**config.mk**
```make
export PLATFORM = sky130hd
export DESIGN_NAME = axi_stream_output
export DESIGN_NICKNAME = d
export VERILOG_FILES = /design/src/rtl/axi_stream_output.sv
export SDC_FILE = /design/constraint.sdc
export NUM_CORES = 1
export LEC_CHECK = 0
export ABC_CLOCK_PERIOD_IN_PS = 8200
export BUFFER_PORTS_ARGS = -buffer_cell sky130_fd_sc_hd__buf_2
export CORE_ASPECT_RATIO = 1.4
export CORE_MARGIN = 2
export CORE_UTILIZATION = 52
export CTS_CLUSTER_DIAMETER = 100
export CTS_CLUSTER_SIZE = 16
export DETAILED_ROUTE_END_ITERATION = 6
export HOLD_SLACK_MARGIN = 0.12
export PLACE_DENSITY = 0.73
export SYNTH_ARGS = -nofsm -noshare
export SYNTH_HDL_FRONTEND = slang
export SYNTH_SLANG_ARGS = --single-unit
```
**constraint.sdc**
```tcl
create_clock -name m_axis_aclk -period 8.2 [get_ports m_axis_aclk]
set_clock_uncertainty 0.05 [all_clocks]
set_input_delay 1.23 -clock m_axis_aclk [delete_from_list [all_inputs] [get_ports m_axis_aclk]]
set_output_delay 1.23 -clock m_axis_aclk [all_outputs]
set_load 0.02 [all_outputs]
```
**src/rtl/axi_stream_output.sv**
```systemverilog
// axi_stream_output
//   AXI4-Stream master that drains a contiguous region of a selected on-chip
//   SRAM to the host DMA, one element per beat, with tlast on the final one.
//   A 2-entry skid buffer hides the 1-cycle SRAM read latency and absorbs
//   downstream back-pressure while still sustaining one beat per cycle.
//
// Ports
//   m_axis_aclk    clock
//   m_axis_areset  asynchronous active-high reset, clears all state
//   start_i        one-cycle transfer request, honoured only when idle
//   base_addr_i    first SRAM address (latched on accepted start)
//   length_i       element count (latched on accepted start, 0 = no beats)
//   sram_sel_i     SRAM index to read (latched on accepted start)
//   sram_sel_o     latched SRAM index, to the SRAM mux
//   sram_re_o      SRAM read enable (combinational)
//   sram_raddr_o   SRAM read address (combinational, wraps modulo 2^ADDR_WIDTH)
//   sram_rdata_i   SRAM read data, valid one cycle after sram_re_o
//   m_axis_*       AXI4-Stream master channel (tdata/tstrb/tvalid/tready/tlast)
//   busy_o         high while a transfer is running
//   done_o         one-cycle pulse after the last beat (or after a 0-length start)
module axi_stream_output #(
  parameter int ADDR_WIDTH = 13,
  parameter int DATA_WIDTH = 8
) (
  input  logic                    m_axis_aclk,
  input  logic                    m_axis_areset,
  input  logic                    start_i,
  input  logic [ADDR_WIDTH-1:0]   base_addr_i,
  input  logic [ADDR_WIDTH-1:0]   length_i,
  input  logic [2:0]              sram_sel_i,
  output logic [2:0]              sram_sel_o,
  output logic                    sram_re_o,
  output logic [ADDR_WIDTH-1:0]   sram_raddr_o,
  input  logic [DATA_WIDTH-1:0]   sram_rdata_i,
  output logic [DATA_WIDTH-1:0]   m_axis_tdata,
  output logic [DATA_WIDTH/8-1:0] m_axis_tstrb,
  output logic                    m_axis_tvalid,
  input  logic                    m_axis_tready,
  output logic                    m_axis_tlast,
  output logic                    busy_o,
  output logic                    done_o
);

  typedef enum logic {
    ST_IDLE,
    ST_RUN
  } state_t;

  localparam logic [ADDR_WIDTH-1:0] ONE = ADDR_WIDTH'(1);

  state_t                  state;
  logic [ADDR_WIDTH-1:0]   base_q;
  logic [ADDR_WIDTH-1:0]   len_q;
  logic [2:0]              sel_q;
  logic [ADDR_WIDTH-1:0]   rd_idx;
  logic [ADDR_WIDTH-1:0]   tx_idx;
  logic                    inflight;
  logic                    inflight_last;
  logic [DATA_WIDTH-1:0]   buf_data [2];
  logic [1:0]              buf_last;
  logic                    wr_ptr;
  logic                    rd_ptr;
  logic [1:0]              occ;
  logic                    done_q;

  logic                    pop;
  logic                    issue;
  logic [2:0]              fill;
  logic [2:0]              room;
  logic [ADDR_WIDTH-1:0]   len_m1;

  assign len_m1 = len_q - ONE;

  // A read may only be issued if, after this cycle's pop, the buffer plus the
  // read already in flight still leaves a free slot for the new data. The
  // comparison is rearranged to (occ + inflight) < (2 + pop) to stay unsigned.
  assign fill  = {1'b0, occ} + {2'b00, inflight};
  assign room  = 3'd2 + {2'b00, pop};
  assign issue = (state == ST_RUN) && (rd_idx < len_q) && (fill < room);

  assign sram_re_o    = issue;
  assign sram_raddr_o = base_q + rd_idx;
  assign sram_sel_o   = sel_q;

  assign m_axis_tvalid = (occ != 2'd0);
  assign m_axis_tdata  = buf_data[rd_ptr];
  assign m_axis_tlast  = m_axis_tvalid & buf_last[rd_ptr];
  assign m_axis_tstrb  = {(DATA_WIDTH/8){m_axis_tvalid}};
  assign pop           = m_axis_tvalid & m_axis_tready;

  assign busy_o = (state == ST_RUN);
  assign done_o = done_q;

  always_ff @(posedge m_axis_aclk or posedge m_axis_areset) begin
    if (m_axis_areset) begin
      state         <= ST_IDLE;
      base_q        <= '0;
      len_q         <= '0;
      sel_q         <= '0;
      rd_idx        <= '0;
      tx_idx        <= '0;
      inflight      <= 1'b0;
      inflight_last <= 1'b0;
      for (int i = 0; i < 2; i++) begin
        buf_data[i] <= '0;
      end
      buf_last      <= '0;
      wr_ptr        <= 1'b0;
      rd_ptr        <= 1'b0;
      occ           <= 2'd0;
      done_q        <= 1'b0;
    end else begin
      done_q <= 1'b0;

      case (state)
        ST_IDLE: begin
          if (start_i) begin
            if (length_i != '0) begin
              base_q <= base_addr_i;
              len_q  <= length_i;
              sel_q  <= sram_sel_i;
              rd_idx <= '0;
              tx_idx <= '0;
              state  <= ST_RUN;
            end else begin
              done_q <= 1'b1;
            end
          end
        end
        ST_RUN: begin
          // The handshake of the final element ends the transfer; by then
          // every issued read has been consumed, so the buffer is empty.
          if (pop && (tx_idx == len_m1)) begin
            state  <= ST_IDLE;
            done_q <= 1'b1;
          end
        end
        default: state <= ST_IDLE;
      endcase

      // Tag the element at issue time so the capture side needs no index.
      inflight      <= issue;
      inflight_last <= (rd_idx == len_m1);
      if (issue) begin
        rd_idx <= rd_idx + ONE;
      end

      if (pop) begin
        tx_idx <= tx_idx + ONE;
        rd_ptr <= ~rd_ptr;
      end

      if (inflight) begin
        buf_data[wr_ptr] <= sram_rdata_i;
        buf_last[wr_ptr] <= inflight_last;
        wr_ptr           <= ~wr_ptr;
      end

      case ({inflight, pop})
        2'b10:   occ <= occ + 2'd1;
        2'b01:   occ <= occ - 2'd1;
        default: occ <= occ;
      endcase
    end
  end

endmodule

```
# ---- Word-level counts from Yosys, hierarchy flattened
# Index checks and enable logic that the tools add are counted.
dict set report op_classes {
  add_sub_neg 8
  n_lt_le_gt_ge 8
  n_eq_ne 6
  reduce_logical 15
  muxes 25
  bitwise_logic 7
}
# operator n
set op_table {}
lappend op_table {{$mux W13} 5}
lappend op_table {{$mux W8} 4}
lappend op_table {{$add A13 B1 Y13 const B} 2}
lappend op_table {{$eq A13 B13 Y1} 2}
lappend op_table {{$bwmux W16} 1}
lappend op_table {{$add A13 B13 Y13} 1}
lappend op_table {{$lt A13 B13 Y1} 1}
lappend op_table {{$reduce_bool A13 Y1} 1}
lappend op_table {{$sub A13 B1 Y13 const B} 1}
lappend op_table {{$reduce_bool A2 Y1} 6}
lappend op_table {{$mux W1} 9}
lappend op_table {{$reduce_and A3 Y1} 3}
lappend op_table {{$demux W8 S1} 1}
lappend op_table {{$logic_and A1 B1 Y1} 5}
lappend op_table {{$ge A2 B2 Y1 const B} 2}
lappend op_table {{$lt A1 B2 Y1 const B} 2}
lappend op_table {{$ne A2 B1 Y1 const B} 2}
lappend op_table {{$not A1 Y2} 2}
lappend op_table {{$pmux W1 S2} 2}
lappend op_table {{$pmux W2 S2} 1}
lappend op_table {{$add A2 B1 Y3} 1}
lappend op_table {{$add A2 B1 Y3 const A} 1}
lappend op_table {{$lt A3 B3 Y1} 1}
lappend op_table {{$not A1 Y1} 3}
lappend op_table {{9 further kinds} 10}
dict set report word_totals {
  wordCells 84
  out_inout_bits 30
  register_bits 81
}

# ---- Longest topological paths before layout
dict set report logic_depth {
  depth_word 7
  ltp_mapped 9
}

# ---- Worst setup path after synthesis
# Ideal clock, no wire load.
dict set report synth_path {
  kind {in2out}
  startpoint {input m_axis_tready}
  endpoint {output sram_re_o}
  slack_ps 4353
  required_time_ps 6920
  cell_stages 6
  t_arrival_ps 2567
  cell_sequence {o21ai_1 -> o21ai_0 -> o2111ai_1 -> a21oi_1 -> nand2_1 -> inv_1}
}
dict set report synth_via {
  elab_chain_len 4
}
# item line_no
set synth_rtl {}
lappend synth_rtl {{start, declared} 38} ;# input logic m_axis_tready,
lappend synth_rtl {{$and A1 B1 Y1} 89} ;# assign pop = m_axis_tvalid & m_axis_tready;
lappend synth_rtl {{$add A2 B1 Y3} 78} ;# assign room = 3'd2 + {2'b00, pop};
lappend synth_rtl {{$lt A3 B3 Y1} 79} ;# assign issue = (state == ST_RUN) && (rd_idx < len_q) && (fill < room);
lappend synth_rtl {{$logic_and A1 B1 Y1} 79}
lappend synth_rtl {{end, declared} 32} ;# output logic sram_re_o,
# Every way passes these cells.

# ---- Worst setup path after layout
# Ends and elaborated chain as after synthesis.

==> flow_metrics.tcl <==
set metrics [dict create \
    outcome "finished, final reports clean" \
    drive_above_1_share_pct 26.3 \
    row_count 43 \
    wl_um 11500 \
    ys_seq_elements 81 \
    start_util_pct 53.1 \
    synth_top_cell_area_share_pct 38.8 \
    synth_edf_count 0 \
    arrival_ns 3.17 \
    fin_area_um2 6000 \
    rsz0062_at_grt "false" \
    ys_async_sr_fraction_pct 100 \
    fin_util_pct 61.0 \
    timing.final.crit_share_pct 54.3 \
    vdd.ir_drop.worst_uv 268 \
    rr_endpoint "rd_idx[0]" \
    tightest_slew_ns 1.12 \
    preCtsSetupSlack_ns 3.75 \
    htreeDepth 3 \
    hold_viol_final 0 \
    min_from "wr_ptr" \
    whs_endpoint "wr_ptr" \
    yosys.area.top_type "dfrtp_1" \
    fillCellCount 851 \
    yosysSeqAreaShare_pct 38.8 \
    dieHeight_um 123 \
    overflow 0 \
    hold_depth 1 \
    cts-root-buf "clkbuf_16" \
    grt_pass1_wl_um 19400 \
    place_congestion 0.932 \
    synth_cell_types 57 \
    netlist_area_um2 5230 \
    ys_top_cells_by_count "dfrtp_1, mux2_2, inv_1" \
    powerDensity_nw_per_um2 415 \
    fp.coreArea_um2 9850 \
    cpMostUsedCell "buf_2" \
    grt_use_total_pct 22.8 \
    fin_hold_ws_ns 0.435 \
    cts_tree "built" \
    die_w_um 88.8 \
    grt_max_degree 82 \
    area_growth_pct 14.8 \
    setup.worst_path.start_class "primary input" \
    maxCapViolations 0 \
    crit_slowest_cell "a21oi_1" \
    cts_resized 0 \
    ios 71 \
    numPortBuffers 70 \
    setup_tns_ns 0 \
    wl_per_cell_um 16.0 \
    grt_pass1_vias 4211 \
    viasPerCell 5.73 \
    drtAntennaViolNets 0 \
    max_slew_margin_pct 24.2 \
    cts_hold_buffers 0 \
    crit_path_max_fanout 19 \
    regArea_um2 2030 \
    drt_iter0_drc 203 \
    numCtsBuffers 9 \
    final_nets 654 \
    synthesis.instances 518 \
    clk-insertion-delay-late_ns 0.34 \
    cp-end-kind "output port" \
    place_area_um2 5660 \
    finalWorstSetupSlack_ns 3.75 \
    clockBufferDepth 2 \
    final_max_slew_viol_count 0 \
    antenna_found_initial 0 \
    clk_pin_slew_worst_paths_ns 0.06 \
    die_area_um2 10900 \
    path_class "primary input to output port" \
    rrSetupSlack_ns 5.07 \
    synth.most_common_cell "dfrtp_1" \
    ys_top_cells_by_area "dfrtp_1, mux2_2, ha_1, xnor2_1, inv_1" \
    synth_nets 591 \
    diodes 0 \
    slowest_delay_ns 0.55 \
    avgSynthCellArea_um2 10.1 \
    max_freq_ghz 0.225 \
    leakagePower_nw 2.76 \
    drt_first_pass_iters 4 \
    synth_warnings 0 \
    vias 4133 \
    required_ns 6.92 \
    cp_cell_sequence "buf_2 > o21ai_1 > buf_4 > o21ai_0 > o2111ai_1 > a21oi_1 > nand2_1 > inv_1 > buf_2" \
    cts_setup_buffers 0 \
    timing.critical_path.buf_inv 4 \
    multiInputGateArea_um2 2940 \
    cts_sinks 81 \
    path_delay_family "compound AO/OA/AOI/OAI gates" \
    r2r-start "len_q[6]" \
    period_minus_slack_ns 4.45 \
    setup_viol_count_final 0 \
    synth_ff_type "dfrtp_1" \
    drcViolationCount 0 \
    holdCritPathClass "register to register" \
    worstRegToRegCells 7 \
    dp.final_hpwl_um 8550 \
]
## area by class of cell
type / count / share of cell area, %
Multi-Input combinational cell: 375 / 48.9
Inverter: 41 / 2.58
Timing Repair Buffer: 73 / 6.21
Clock buffer: 10 / 3.81
Sequential cell: 81 / 33.8
Tap cell: 135 / 2.81
Clock inverter: 6 / 1.92
## sequential cells by signal, summed over array words and instances (netlist names)
signal	flops
buf_data	16
base_q	13
len_q	13
rd_idx	13
tx_idx	13
sram_sel_o	3
buf_last	2
occ	2
busy_o	1
done_o	1
inflight	1
inflight_last	1
rd_ptr	1
wr_ptr	1
## power breakdown
part | internal [mW] | total (mW) | leakage, nW | switching [mW]
clock | 0.299 | 0.465 | 0.163 | 0.166
combinational | 0.571 | 1.27 | 1.59 | 0.703
sequential | 0.555 | 0.753 | 1.00 | 0.198
total | 1.43 | 2.49 | 2.76 | 1.07
## how the worst max path moves through the flow
stage,start,endpoint,slack [ns],cells past startpoint
after global routing,m_axis_tready,sram_re_o,3.63,9
after CTS,m_axis_tready,sram_re_o,3.77,9
after floorplan,m_axis_tready,sram_re_o,4.35,6
after detailed placement,m_axis_tready,sram_re_o,3.75,9
after global placement,m_axis_tready,sram_re_o,3.83,9
final,m_axis_tready,sram_re_o,3.75,9
## worst register-to-register path: stages, from the launching register on
cell and delay, ns:
dfrtp_1 0.57, inv_1 0.14, ha_1 0.30, and3_1 0.19
a221o_1 0.31, a21o_1 0.23, o21ai_0 0.90, o21ai_0 0.25
## cells in the final DEF (no fill, tap or decap), types with 6 or more instances in the layout
| master | synthesis | final |
|---|---|---|
| a21o_1 | 6 | 6 |
| a21oi_1 | 11 | 11 |
| and3_1 | 6 | 6 |
| buf_2 | 1 | 70 |
| clkbuf_16 | 0 | 9 |
| dfrtp_1 | 81 | 81 |
| ha_1 | 31 | 31 |
| inv_1 | 41 | 40 |
| mux2_2 | 56 | 56 |
| nand2_1 | 28 | 28 |
| nand3_1 | 24 | 24 |
| nand4_1 | 12 | 12 |
| nor2_1 | 21 | 21 |
| nor3_1 | 14 | 14 |
| o211ai_1 | 8 | 8 |
| o21ai_0 | 30 | 30 |
| or4_1 | 6 | 6 |
| xnor2_1 | 37 | 37 |
| xor2_1 | 16 | 16 |
## through the flow
stage,cells,power [mW]
2_1_floorplan,518,1.71
3_3_place_gp,705,1.99
3_5_place_dp,705,2.03
4_1_cts,721,2.51
5_1_grt,721,2.67
6_report,721,2.49
## logic make-up after synthesis
| kind of cell | after synthesis | synth area share (%) |
|---|---|---|
| adders and majority gates | 32 | 7.80 |
| AOI/OAI and AO/OA | 86 | 10.8 |
| xor gates and xnor gates | 55 | 9.83 |
| buffers and inverters | 62 | 5.07 |
| muxes | 60 | 12.8 |
| and+or+nand+nor | 142 | 14.9 |
| DFF | 81 | 38.8 |
## per-layer routing
metal | share of wire (%) | wire length [µm] | track usage, %
met1 | 41 | 4700 | 26.5
met2 | 53 | 6150 | 40.6
met3 | 3.1 | 362 | 3.43
met4 | 2.9 | 338 | 10.4
met5 | 0 | 0 | 0
Note: power is estimated with default switching activity, not from simulation.
